<file path="src/rtl/if_id_stage_pkg.sv">
// Shared pipeline definitions for the fetch/decode boundary and the ID/EX register.
package if_id_stage_pkg;

  localparam int BUS_WIDTH_DEF   = 64;
  localparam int INSTR_WIDTH_DEF = 32;

  // addi x0,x0,0
  localparam logic [INSTR_WIDTH_DEF-1:0] NOP_INSTR = 32'h0000_0013;

  typedef struct packed {
    logic [BUS_WIDTH_DEF-1:0]   pc;
    logic [INSTR_WIDTH_DEF-1:0] instr;
    logic                       valid;
  } fetch_pkt_t;

endpackage

</file>
<file path="src/rtl/if_id_stage_if.sv">
// Fetch/decode boundary bundle: fetch-side inputs and the decode-slot outputs.
interface if_id_stage_if #(
  parameter int BUS_WIDTH   = 64,
  parameter int INSTR_WIDTH = 32
);
  logic                   stall;
  logic                   flush;
  logic [BUS_WIDTH-1:0]   if_pc;
  logic [INSTR_WIDTH-1:0] if_instr;
  logic [BUS_WIDTH-1:0]   id_pc;
  logic [INSTR_WIDTH-1:0] id_instr;
  logic                   id_valid;
  logic [BUS_WIDTH-1:0]   id_instr_cnt;
  logic [BUS_WIDTH-1:0]   id_bubble_cnt;

  modport master (
    output stall, flush, if_pc, if_instr,
    input  id_pc, id_instr, id_valid, id_instr_cnt, id_bubble_cnt
  );

  modport slave (
    input  stall, flush, if_pc, if_instr,
    output id_pc, id_instr, id_valid, id_instr_cnt, id_bubble_cnt
  );
endinterface

</file>
<file path="src/rtl/if_id_stage_instr_hold_buf.sv">
// Instruction hold buffer: captures memory read data on the first stalled edge so
// the decode slot keeps its instruction while memory re-reads the frozen address.
module instr_hold_buf #(
  parameter int INSTR_WIDTH = 32
) (
  input  logic                   clk,
  input  logic                   rst,
  input  logic                   stall_i,
  input  logic                   flush_i,
  input  logic [INSTR_WIDTH-1:0] if_instr_i,
  output logic [INSTR_WIDTH-1:0] instr_o
);

  logic                   hold_sel_q, hold_sel_d;
  logic [INSTR_WIDTH-1:0] instr_hold_q, instr_hold_d;

  // Next-state: flush drops any held copy; first stalled edge captures; release clears.
  always_comb begin
    hold_sel_d   = hold_sel_q;
    instr_hold_d = instr_hold_q;
    if (flush_i) begin
      hold_sel_d = 1'b0;
    end else if (stall_i) begin
      if (!hold_sel_q) begin
        instr_hold_d = if_instr_i;
        hold_sel_d   = 1'b1;
      end
    end else begin
      hold_sel_d = 1'b0;
    end
  end

  // Capture register and select flag.
  always_ff @(posedge clk) begin
    if (rst) begin
      hold_sel_q   <= 1'b0;
      instr_hold_q <= '0;
    end else begin
      hold_sel_q   <= hold_sel_d;
      instr_hold_q <= instr_hold_d;
    end
  end

  assign instr_o = hold_sel_q ? instr_hold_q : if_instr_i;

endmodule

</file>
<file path="src/rtl/if_id_stage.sv">
// Fetch-to-decode boundary stage. Realigns the fetch PC with one-cycle-late
// instruction memory data, holds across stalls, kills on redirect and counts
// delivered instructions and bubbles.
// Optional build macro IF_ID_NOP_INJECT_EN: drive NOP_INSTR on invalid slots.
module if_id_stage
  import if_id_stage_pkg::*;
#(
  parameter int BUS_WIDTH   = 64,
  parameter int INSTR_WIDTH = 32
) (
  input  logic          clk,
  input  logic          rst,
  if_id_stage_if.slave  bus
);

  logic [BUS_WIDTH-1:0]   slot_pc_q, slot_pc_d;
  logic                   slot_valid_q, slot_valid_d;
  logic [BUS_WIDTH-1:0]   instr_cnt_q, instr_cnt_d;
  logic [BUS_WIDTH-1:0]   bubble_cnt_q, bubble_cnt_d;
  logic [INSTR_WIDTH-1:0] raw_instr;

  instr_hold_buf #(
    .INSTR_WIDTH (INSTR_WIDTH)
  ) u_hold (
    .clk        (clk),
    .rst        (rst),
    .stall_i    (bus.stall),
    .flush_i    (bus.flush),
    .if_instr_i (bus.if_instr),
    .instr_o    (raw_instr)
  );

  // Slot and counter next-state: flush kills (even when stalled), else advance unless stalled.
  always_comb begin
    slot_pc_d    = slot_pc_q;
    slot_valid_d = slot_valid_q;
    instr_cnt_d  = instr_cnt_q;
    bubble_cnt_d = bubble_cnt_q;
    if (bus.flush) begin
      slot_pc_d    = bus.if_pc;
      slot_valid_d = 1'b0;
      bubble_cnt_d = bubble_cnt_q + 1'b1;
    end else if (!bus.stall) begin
      slot_pc_d    = bus.if_pc;
      slot_valid_d = 1'b1;
      instr_cnt_d  = instr_cnt_q + 1'b1;
    end
  end

  // Slot and counter registers.
  always_ff @(posedge clk) begin
    if (rst) begin
      slot_pc_q    <= '0;
      slot_valid_q <= 1'b0;
      instr_cnt_q  <= '0;
      bubble_cnt_q <= '0;
    end else begin
      slot_pc_q    <= slot_pc_d;
      slot_valid_q <= slot_valid_d;
      instr_cnt_q  <= instr_cnt_d;
      bubble_cnt_q <= bubble_cnt_d;
    end
  end

  assign bus.id_pc         = slot_pc_q;
  assign bus.id_valid      = slot_valid_q;
  assign bus.id_instr_cnt  = instr_cnt_q;
  assign bus.id_bubble_cnt = bubble_cnt_q;

`ifdef IF_ID_NOP_INJECT_EN
  assign bus.id_instr = slot_valid_q ? raw_instr : INSTR_WIDTH'(NOP_INSTR);
`else
  assign bus.id_instr = raw_instr;
`endif

endmodule

</file>
<file path="src/flat_wrapper.sv">
// flat-port wrapper written by rule: the top's interface ports become plain ports
module if_id_stage_flat import if_id_stage_pkg::*;
#(
  parameter int BUS_WIDTH   = 64,
  parameter int INSTR_WIDTH = 32
)
  (clk, rst, bus_stall, bus_flush, bus_if_pc, bus_if_instr, bus_id_pc, bus_id_instr, bus_id_valid, bus_id_instr_cnt, bus_id_bubble_cnt);
  if_id_stage_if #(.BUS_WIDTH(BUS_WIDTH), .INSTR_WIDTH(INSTR_WIDTH)) bus_i ();
  input  logic clk;
  input  logic rst;
  input wire logic [$bits(bus_i.stall)-1:0] bus_stall;
  input wire logic [$bits(bus_i.flush)-1:0] bus_flush;
  input wire logic [$bits(bus_i.if_pc)-1:0] bus_if_pc;
  input wire logic [$bits(bus_i.if_instr)-1:0] bus_if_instr;
  output wire logic [$bits(bus_i.id_pc)-1:0] bus_id_pc;
  output wire logic [$bits(bus_i.id_instr)-1:0] bus_id_instr;
  output wire logic [$bits(bus_i.id_valid)-1:0] bus_id_valid;
  output wire logic [$bits(bus_i.id_instr_cnt)-1:0] bus_id_instr_cnt;
  output wire logic [$bits(bus_i.id_bubble_cnt)-1:0] bus_id_bubble_cnt;
  assign bus_i.stall = bus_stall;
  assign bus_i.flush = bus_flush;
  assign bus_i.if_pc = bus_if_pc;
  assign bus_i.if_instr = bus_if_instr;
  assign bus_id_pc = bus_i.id_pc;
  assign bus_id_instr = bus_i.id_instr;
  assign bus_id_valid = bus_i.id_valid;
  assign bus_id_instr_cnt = bus_i.id_instr_cnt;
  assign bus_id_bubble_cnt = bus_i.id_bubble_cnt;
  if_id_stage #(.BUS_WIDTH(BUS_WIDTH), .INSTR_WIDTH(INSTR_WIDTH)) u_core (.clk(clk), .rst(rst), .bus(bus_i));
endmodule
</file>
<file path="config.mk">
export PLATFORM = sky130hd
export DESIGN_NAME = if_id_stage_flat
export DESIGN_NICKNAME = d
export VERILOG_FILES = /design/src/rtl/if_id_stage_pkg.sv /design/src/rtl/if_id_stage_if.sv /design/src/rtl/if_id_stage_instr_hold_buf.sv /design/src/rtl/if_id_stage.sv /design/src/flat_wrapper.sv
export SDC_FILE = /design/constraint.sdc
export NUM_CORES = 1
export LEC_CHECK = 0
export CAP_MARGIN = 20
export CORE_UTILIZATION = 46
export DETAILED_ROUTE_END_ITERATION = 10
export MAX_ROUTING_LAYER = met4
export PLACE_DENSITY = 0.79
export SYNTH_ARGS = -nofsm -noshare
export SYNTH_HDL_FRONTEND = slang
export SYNTH_SLANG_ARGS = --single-unit
</file>
<file path="constraint.sdc">
create_clock -name clk -period 2.6 [get_ports clk]
set_input_delay 0.52 -clock clk [delete_from_list [all_inputs] [get_ports clk]]
set_output_delay 0.52 -clock clk [all_outputs]
set_load 0.03 [all_outputs]
</file>
==> reports/qor.yml, run 1 <==
ys_async_sr_fraction: 0
die_x_microns: 147
timing.setup.tns_ns: 0
fin_ws_ns: 0.166
ant_nets: 0
dp_hpwl_mm: 21.4
rows: 52
drt_wl_total_mm: 30.1
synth_compound_area_frac: 0.105
drt-pass1-iter-count: 5
synth-edff-count: 0
clockBufferDepth: 3
maxCapViolCount: 0
core-area_sq_um: 20400
dieArea_sq_um: 21700
fin_area_sq_um: 14400
reg2reg_slack_ns: 0.17
fin_crit_ns: 2.43
slew_headroom: 0.590
die_h_microns: 147
n_fill_cell: 1607
rr_startpoint: "u_core.bus.id_bubble_cnt[23]"
drt-initial-drc-count: 575
synth_warnings: 0
startpoint_type: "register"
critPathCaptureType: "register"
met2_usage: 0.444
start_util: 0.475
drc: 0
p_per_area_nw_per_um2: 544
vias: 9966
fin_skew_ns: 0.0157
synth_xor_area_frac: 0.0560
cpPeakStageDelay_ns: 0.59
reg2reg_depth: 5
synthFlopType: "dfxtp_1"
syn_nets: 1301
utilization: 0.707
synthAdderAreaFrac: 0.00258
grt_pass1_wl_mm: 47.4
r2r_end: "u_core.bus.id_bubble_cnt[42]"
cts_buffers: 25
met1_usage: 0.338
synth_cell_type_count: 43
path_clk_slew_ns: 0.06
path_max_fanout: 13
cts_tree: "built"
port_buffers: 324
cp-endpoint: "u_core.bus.id_bubble_cnt[42]"
grt_util_met3: 0.0553
synthCells: 1199
cp_cell_sequence: "nand4_1 > or4_4 > or4_4 > or4_1 > a21oi_1"
grt_max_degree: 67
place_area_sq_um: 13700
cts.sinks: 226
areaGrowthSynthToFinish_pct: 48.7
worstSetupPathDepth: 5
cts_root_buf: "clkbuf_16"
antenna_found_initial: 1
grt.busiest_layer: "met2"
cts-hold-fix-buffers: 0
required_ns: 3.04
clkLatencyLatePin_ns: 0.51
avgSynthCellArea_sq_um: 8.09
crit_top_cell: "or4_4"
finalSetupViolations: 0
cp_slowest_cell: "or4_4"
hold_path_class: "input pin to register"
critPathTopFamily: "simple AND/OR/NAND/NOR gates"
crit_buf_inv: 0
synthMuxAreaShare: 0.0382
slew_viol_final: 0
netlist_area_sq_um: 9700
status: "completed"
synth-simple-area-share: 0.297
synth_top_family_by_area: "simple AND/OR/NAND/NOR gates"
gp_congestion: 0.837
yosysSeqAreaShare: 0.466
critPathArrivalTime_ns: 2.88
ioPinCount: 325
fin_nets: 1648
max_freq_mhz: 411
htree_levels: 1
startpoint: "u_core.bus.id_bubble_cnt[23]"
worstSetupPathType: "register to register"
grt_overflow: 0
drive_above_1_share: 0.0974
pre_cts_ws_ns: -0.168
finalHoldViolCount: 0
first_global_vias: 9329
final_min_period_over_clock_period: 0.936
ys_ff_latch: 226
grt_usage: 0.273
rsz0062_at_grt: "no"
peakVddDrop_v: 0.000390
tightest_slew_ns: 0.609
wire_per_inst_microns: 16.4
p_leak_nw: 5.19
via_per_inst: 5.44
[cells in the final DEF, fill, tap and decap left out, types with 11 or more instances in the layout]
cell type        netlist  layout
nand3_1               48      48
nand2_1              179     179
clkdlybuf4s50_1        0     291
nand4_1               54      54
clkbuf_16              0      25
dlygate4sd2_1          0      18
dfxtp_1              226     224
o31ai_1               11      11
a21oi_1              128     128
inv_1                 16      16
nor2_1               147     147
dlymetal6s2s_1         0      13
xor2_1                36      36
nor3_1                55      55
o21ai_0               50      50
or4_1                 12      12
or3_1                 49      49
xnor2_1               26      26
mux2_2                32      32
buf_4                  0      56
[how the worst min path moves through the flow]
stage                                              from                             to  slack, ns  cells past startpoint
after floorplan           u_core.u_hold.instr_hold_q[0]  u_core.u_hold.instr_hold_q[0]       0.47                      2
after global placement             u_core.bus.id_pc[31]           u_core.bus.id_pc[31]       0.44                      2
after detailed placement           u_core.bus.id_pc[21]           u_core.bus.id_pc[21]       0.44                      2
after CTS                                           rst   u_core.bus.id_bubble_cnt[47]       0.40                      2
after global routing                                rst   u_core.bus.id_bubble_cnt[51]       0.43                      2
final                                               rst   u_core.bus.id_bubble_cnt[47]       0.42                      2
[metrics by stage]
stage	total power, mW	hold WS [ns]	cells
CTS	7.91	0.402	1831
global route	8.14	0.431	1832
global placement	4.62	0.437	1789
floorplan	4.16	0.472	1199
detailed placement	4.64	0.442	1789
finish	7.85	0.423	1832
[logic make-up (layout without fill, tap and decap cells)]
group / count (synthesis) / count (layout)
xor+xnor: 62 / 62
other cells: 0 / 1
mux: 33 / 33
fa+ha+maj: 2 / 2
flops: 226 / 226
buf+inv: 86 / 448
compound gates: 195 / 195
simple gates: 595 / 595
[cell usage after synthesis, types with 16 or more instances]
cell      instances  share of area
nand2_1         179          0.069
mux2_2           32          0.037
or3_1            49          0.032
xnor2_1          26          0.023
xor2_1           36          0.032
nor2_1          147          0.057
dfxtp_1         226           0.47
nand4_1          54          0.035
inv_1            16         0.0062
a21oi_1         128          0.066
clkbuf_1         57          0.022
nand3_1          48          0.025
nor3_1           55          0.028
o21ai_0          50          0.026
[layer usage]
| metal | wire (microns) | vias to the layer above | share of wire |
|---|---|---|---|
| met5 | 0 | - | 0 |
| met1 | 12700 | 4651 | 0.42 |
| li1 | - | 4877 | - |
| met4 | 1070 | 0 | 0.036 |
| met3 | 2210 | 68 | 0.073 |
| met2 | 14100 | 370 | 0.47 |
[final cells by class]
type                    instances  area [sq um]  area share
well taps                     270           338      0.0234
repair buffers                390          3880       0.269
multi-input cells             887          4870       0.337
inverters                      16          60.1     0.00416
clock buffers                  38           734      0.0509
flip-flops and latches        226          4530       0.314
clock inverters                 4          26.3     0.00182
diodes                          1          2.50    0.000173
[state kept, by name, indices dropped and copies added (netlist names)]
name / flops
u_core.bus.id_pc: 64
u_core.bus.id_bubble_cnt: 64
u_core.u_hold.instr_hold_q: 32
u_core.bus.id_valid: 1
u_core.bus.id_instr_cnt: 64
u_core.u_hold.hold_sel_q: 1
[what timing repair did]
action | 4_1_cts | 5_1_grt
resized for setup | 19 | 15
buffers inserted | 0 | 0
endpoints found under the setup margin | 19 | 14
[report_power, final]
group,total [mW],switching (mW),internal [mW]
registers,3.62,0.0513,3.57
logic,0.927,0.504,0.424
clock network,3.30,1.37,1.93
No activity file was read; power rests on OpenSTA's default activity.
==> run 2: changes to the inputs <==
--- a/config.mk
+++ b/config.mk
@@ -5,11 +5,11 @@
 export SDC_FILE = /design/constraint.sdc
 export NUM_CORES = 1
 export LEC_CHECK = 0
-export CAP_MARGIN = 20
 export CORE_UTILIZATION = 46
 export DETAILED_ROUTE_END_ITERATION = 10
 export MAX_ROUTING_LAYER = met4
 export PLACE_DENSITY = 0.79
+export SKIP_CTS_REPAIR_TIMING = 1
 export SYNTH_ARGS = -nofsm -noshare
 export SYNTH_HDL_FRONTEND = slang
 export SYNTH_SLANG_ARGS = --single-unit
==> run 2 against run 1 <==
Compared with the run above: non-clock buffer count stayed put; hold slack better by 0.0058 ns; die area stayed put; fmax hardly changed; first-iteration DRC count is 4.5% lower; critical path depth stayed put; via count is 0.36% higher; clock power hardly changed; final cell count stayed put.
==> reports/qor.yml, run 2 (synthesized netlist as in run 1, its figures left out) <==
status: "completed"
die_h_microns: 147
via_per_inst: 5.46
grt_usage: 0.273
startpoint_type: "register"
hold_depth: 2
critPathCaptureType: "register"
final_min_period_over_clock_period: 0.937
clockBufferDepth: 3
rsz0062_at_grt: "no"
cts_buffers: 25
drive_above_1_share: 0.0974
ant_nets: 0
n_fill_cell: 1584
grt_max_degree: 67
clkLatencyLatePin_ns: 0.51
fin_skew_ns: 0.0143
first_global_vias: 9325
final_common_cell: "clkdlybuf4s50_1"
cts_tree: "built"
maxCapViolCount: 0
grt_pass1_wl_mm: 47.4
finalHoldViolCount: 0
peakVddDrop_v: 0.000394
min_to: "u_core.bus.id_bubble_cnt[47]"
dieArea_sq_um: 21700
dp_hpwl_mm: 21.4
core-area_sq_um: 20400
rows: 52
worstSetupPathType: "register to register"
finalSetupViolations: 0
slew_headroom: 0.601
gp_congestion: 0.837
p_leak_nw: 5.34
cts_root_buf: "clkbuf_16"
slew_viol_final: 0
rr_startpoint: "u_core.bus.id_bubble_cnt[23]"
die_x_microns: 147
required_ns: 3.04
ioPinCount: 325
vias: 10000
critPathArrivalTime_ns: 2.88
wire_per_inst_microns: 16.4
hold_path_class: "input pin to register"
antenna_found_initial: 1
p_per_area_nw_per_um2: 543
regArea_sq_um: 4530
areaGrowthSynthToFinish_pct: 49.4
tightest_slew_ns: 0.593
fin_crit_ns: 2.44
drc: 0
layout_common_cells: "291 x clkdlybuf4s50_1, 224 x dfxtp_1, 179 x nand2_1"
drt_wl_total_mm: 30.1
place_area_sq_um: 13700
r2r_end: "u_core.bus.id_bubble_cnt[42]"
multi_input_area_sq_um: 4870
drt-pass1-iter-count: 5
reg2reg_depth: 5
fin_area_sq_um: 14500
port_buffers: 324
max_freq_mhz: 411
reg2reg_slack_ns: 0.16
fin_nets: 1648
start_util: 0.475
hp-start: "rst"
path_clk_slew_ns: 0.06
grt_overflow: 0
cts.sinks: 226
power_mw: 7.87
htree_levels: 1
path_max_fanout: 13
drt-initial-drc-count: 549
-- run 2: metrics by stage --
stage,std cells,setup WS (ns),setup TNS [ns],utilization,hold WS (ns)
floorplan,1199,0.0550,0,-,0.472
global placement,1789,-0.0821,-0.460,0.668,0.437
detailed placement,1789,-0.168,-2.44,0.668,0.442
CTS,1831,-0.129,-1.46,0.706,0.402
global route,1832,0.0497,0,0.710,0.433
finish,1832,0.164,0,0.710,0.428
-- run 2: area by class of cell --
cell class | count | area share
diodes | 1 | 0.000173
clock buffers | 38 | 0.0506
clock inverters | 4 | 0.00181
inverters | 16 | 0.00414
multi-input cells | 887 | 0.336
flip-flops and latches | 226 | 0.312
well taps | 270 | 0.0233
repair buffers | 390 | 0.272
-- run 2: where the power goes --
group | switching, mW | internal (mW)
clock network | 1.38 | 1.93
registers | 0.0517 | 3.57
logic | 0.504 | 0.435
total | 1.93 | 5.93
-- run 2: how the worst max path moves through the flow --
stage,from,to,slack (ns),cells past startpoint
finish,u_core.bus.id_bubble_cnt[23],u_core.bus.id_bubble_cnt[42],0.16,5
global route,u_core.bus.id_bubble_cnt[5],u_core.bus.id_bubble_cnt[42],0.05,5
CTS,u_core.u_hold.hold_sel_q,bus_id_instr[17],-0.13,3
detailed placement,bus_flush,u_core.bus.id_instr_cnt[57],-0.17,8
global placement,bus_flush,u_core.bus.id_instr_cnt[57],-0.08,8
floorplan,u_core.bus.id_bubble_cnt[24],u_core.bus.id_bubble_cnt[42],0.06,5
-- run 2: critical path, stage by stage, from the launching register on --
cell	delay [ns]
dfxtp_1	0.40
nand4_1	0.14
or4_4	0.57
or4_4	0.59
or4_1	0.53
a21oi_1	0.14
-- run 2: routing by layer --
| metal | vias to the layer above | share of wire | GRT usage |
|---|---|---|---|
| met5 | - | 0 | - |
| met4 | 0 | 0.035 | 0.0928 |
| met3 | 71 | 0.074 | 0.0568 |
| met2 | 350 | 0.47 | 0.443 |
| met1 | 4702 | 0.42 | 0.337 |
| li1 | 4879 | - | - |
==> run 3: changes to the inputs <==
--- a/config.mk
+++ b/config.mk
@@ -5,7 +5,8 @@
 export SDC_FILE = /design/constraint.sdc
 export NUM_CORES = 1
 export LEC_CHECK = 0
-export CORE_UTILIZATION = 46
+export ABC_AREA = 1
+export CORE_UTILIZATION = 48
 export DETAILED_ROUTE_END_ITERATION = 10
 export MAX_ROUTING_LAYER = met4
 export PLACE_DENSITY = 0.79
==> constraint.sdc (replaced) <==
create_clock -name clk -period 2.4 [get_ports clk]
set_input_delay 0.48 -clock clk [delete_from_list [all_inputs] [get_ports clk]]
set_output_delay 0.48 -clock clk [all_outputs]
set_load 0.03 [all_outputs]
==> run 3 against run 2 <==
Compared with the run above: critical path depth down 4; combinational power is 16% higher; power rose by 16%; hold slack better by 0.033 ns; area after synthesis up 15%; utilization decreased by 2.7 points; worst setup slack worse by 0.041 ns; sequential power is 8.6% higher; cell area up 6.9%; global-route usage is 4.3 points higher; largest power group is now clock.
==> reports/qor.yml, run 3 <==
start_util: 0.491
cts_root_buf: "clkbuf_16"
via_per_inst: 5.23
antenna_found_initial: 0
p_per_area_nw_per_um2: 588
htree_levels: 1
port_buffers: 324
rows: 55
hold_ws_ns: 0.462
cts.sinks: 226
p_leak_nw: 5.70
diodes: 0
core-area_sq_um: 22700
grt_pass1_wl_mm: 58.7
timing.setup.tns_ns: 0
clkLatencyLatePin_ns: 0.53
syn_nets: 1799
wl_met1_mm: 15.8
status: "completed"
power_mw: 9.12
cts_tree: "built"
path_clk_slew_ns: 0.06
die_x_microns: 154
critPathCaptureType: "output port"
worstSetupPathType: "register to output port"
required_ns: 1.92
synth_warnings: 0
synthTopCellsByArea: "dfxtp_1 41%, nor2_1 16%, nand2_1 10%"
comb_power_share: 0.119
reg2reg_depth: 10
dp_hpwl_mm: 27.9
r2r_end: "u_core.bus.id_instr_cnt[62]"
ys_async_sr_fraction: 0
drt_wl_total_mm: 37.0
path_max_fanout: 7
startpoint: "u_core.bus.id_bubble_cnt[40]"
avgSynthCellArea_sq_um: 6.57
final_common_cell: "nor2_1"
drt-pass1-iter-count: 6
seqPwrFrac: 0.431
fin_nets: 2112
first_global_vias: 11400
die_h_microns: 154
maxCapViolCount: 0
clockBufferDepth: 3
cp-endpoint: "bus_id_bubble_cnt[40]"
grt_usage: 0.316
yosysTopAreaCell: "dfxtp_1"
wl_met3_mm: 2.54
slew_viol_final: 0
worstSetupPathDepth: 1
cp_slowest_cell: "clkdlybuf4s50_1"
wire_per_inst_microns: 16.0
cp_cell_sequence: "clkdlybuf4s50_1"
cts_buffers: 26
synth_top_area_frac: 0.406
tightest_slew_ns: 0.587
synth-edff-count: 0
rr_startpoint: "u_core.bus.id_instr_cnt[1]"
fin_crit_ns: 2.28
max_freq_mhz: 439
areaGrowthSynthToFinish_pct: 39.1
switching_share: 0.249
cpPeakStageDelay_ns: 0.75
critPathArrivalTime_ns: 1.80
met2_wirelength_mm: 17.3
grt_max_degree: 73
final_min_period_over_clock_period: 0.949
ioPinCount: 325
peakVddDrop_v: 0.000642
drt-initial-drc-count: 989
yosysSeqAreaShare: 0.406
p_switching_mw: 2.27
ys_ff_latch: 226
gp_congestion: 0.998
drive_above_1_share: 0.0755
fin_skew_ns: 0.0129
yosys-top-cells-count: "473 x nor2_1, 297 x nand2_1, 226 x dfxtp_1"
critPathTopFamily: "buffers and inverters"
ant_nets: 0
p_int_mw: 6.85
dieArea_sq_um: 23800
reg2reg_slack_ns: 0.35
finalHoldViolCount: 0
grt_overflow: 0
rsz0062_at_grt: "no"
hold_path_class: "register to register"
synthFlopType: "dfxtp_1"
slew_headroom: 0.608
startpoint_type: "register"
netlist_area_sq_um: 11100
clkPwrFrac: 0.449
synth_cell_type_count: 37
layout_common_cells: "471 x nor2_1, 297 x nand2_1, 291 x clkdlybuf4s50_1"
synth.most_common_cell: "nor2_1"
highest_layer: "met4"
crit_buf_inv: 1
finalSetupViolations: 0
drc: 0
vias: 12100
synthCells: 1697
-- run 3: cell types whose count changed after synthesis, moves of 23 or more --
cell      previous run  this run
nand2_1            179       297
o21ai_0             50        99
nand4_1             54        20
inv_1               16       165
clkbuf_1            57        28
nor2_2               0        23
nor3_1              55        29
a21oi_1            128        89
or3_1               49         0
a211oi_1             1        32
nand3_1             48        94
nor2_1             147       473
mux2_2              32         0
-- run 3: power by group through the flow --
stage	clock network [mW]	registers, mW	logic, mW
after floorplan	0	4.18	0.410
after global placement	0	4.01	1.07
after detailed placement	0	4.01	1.08
after CTS	4.15	3.93	1.09
after global routing	4.30	3.95	1.16
final	4.10	3.93	1.09
-- run 3: cell families (layout without fill, tap and decap cells) --
logic type	count (synthesis)	after routing	share of synthesized area
adder cells (fa/ha/maj)	2	2	0.00224
XOR/XNOR	31	31	0.0244
AO/OA/AOI/OAI	233	233	0.114
AND/OR/NAND/NOR	982	982	0.375
buffers and inverters	223	552	0.0784
flip-flops	226	226	0.406
-- run 3: metrics by stage --
step / util / setup slack [ns] / std cells / instance area [sq um]
floorplan: - / 0.634 / 1697 / 11100
finish: 0.683 / 0.123 / 2311 / 15500
CTS: 0.683 / 0.133 / 2311 / 15500
global placement: 0.644 / 0.179 / 2267 / 14600
global route: 0.683 / 0.100 / 2311 / 15500
detailed placement: 0.644 / 0.153 / 2267 / 14600
-- run 3: final cells by class --
| type | count | area (sq um) |
|---|---|---|
| clock buffer | 39 | 811 |
| clock inverter | 5 | 75.1 |
| fill | 2034 | 7210 |
| inverter | 169 | 639 |
| multi-input combinational | 1248 | 5760 |
| sequential | 226 | 4530 |
| tap | 285 | 357 |
| timing repair buffer | 339 | 3340 |
-- run 3: layer usage --
metal | GRT usage | up-vias
met5 | - | -
met4 | 0.118 | 0
met3 | 0.0518 | 90
met2 | 0.518 | 466
met1 | 0.392 | 5498
li1 | - | 6028
-- run 3: worst min-delay path by stage --
stage / from / endpoint / slack, ns / cells after the start
6_report: u_core.u_hold.instr_hold_q[31] / u_core.u_hold.instr_hold_q[31] / 0.46 / 2
5_1_grt: u_core.u_hold.instr_hold_q[13] / u_core.u_hold.instr_hold_q[13] / 0.48 / 2
4_1_cts: u_core.u_hold.instr_hold_q[31] / u_core.u_hold.instr_hold_q[31] / 0.46 / 2
3_5_place_dp: u_core.u_hold.instr_hold_q[31] / u_core.u_hold.instr_hold_q[31] / 0.45 / 2
3_3_place_gp: u_core.u_hold.instr_hold_q[2] / u_core.u_hold.instr_hold_q[2] / 0.45 / 2
2_1_floorplan: u_core.u_hold.instr_hold_q[10] / u_core.u_hold.instr_hold_q[10] / 0.44 / 2
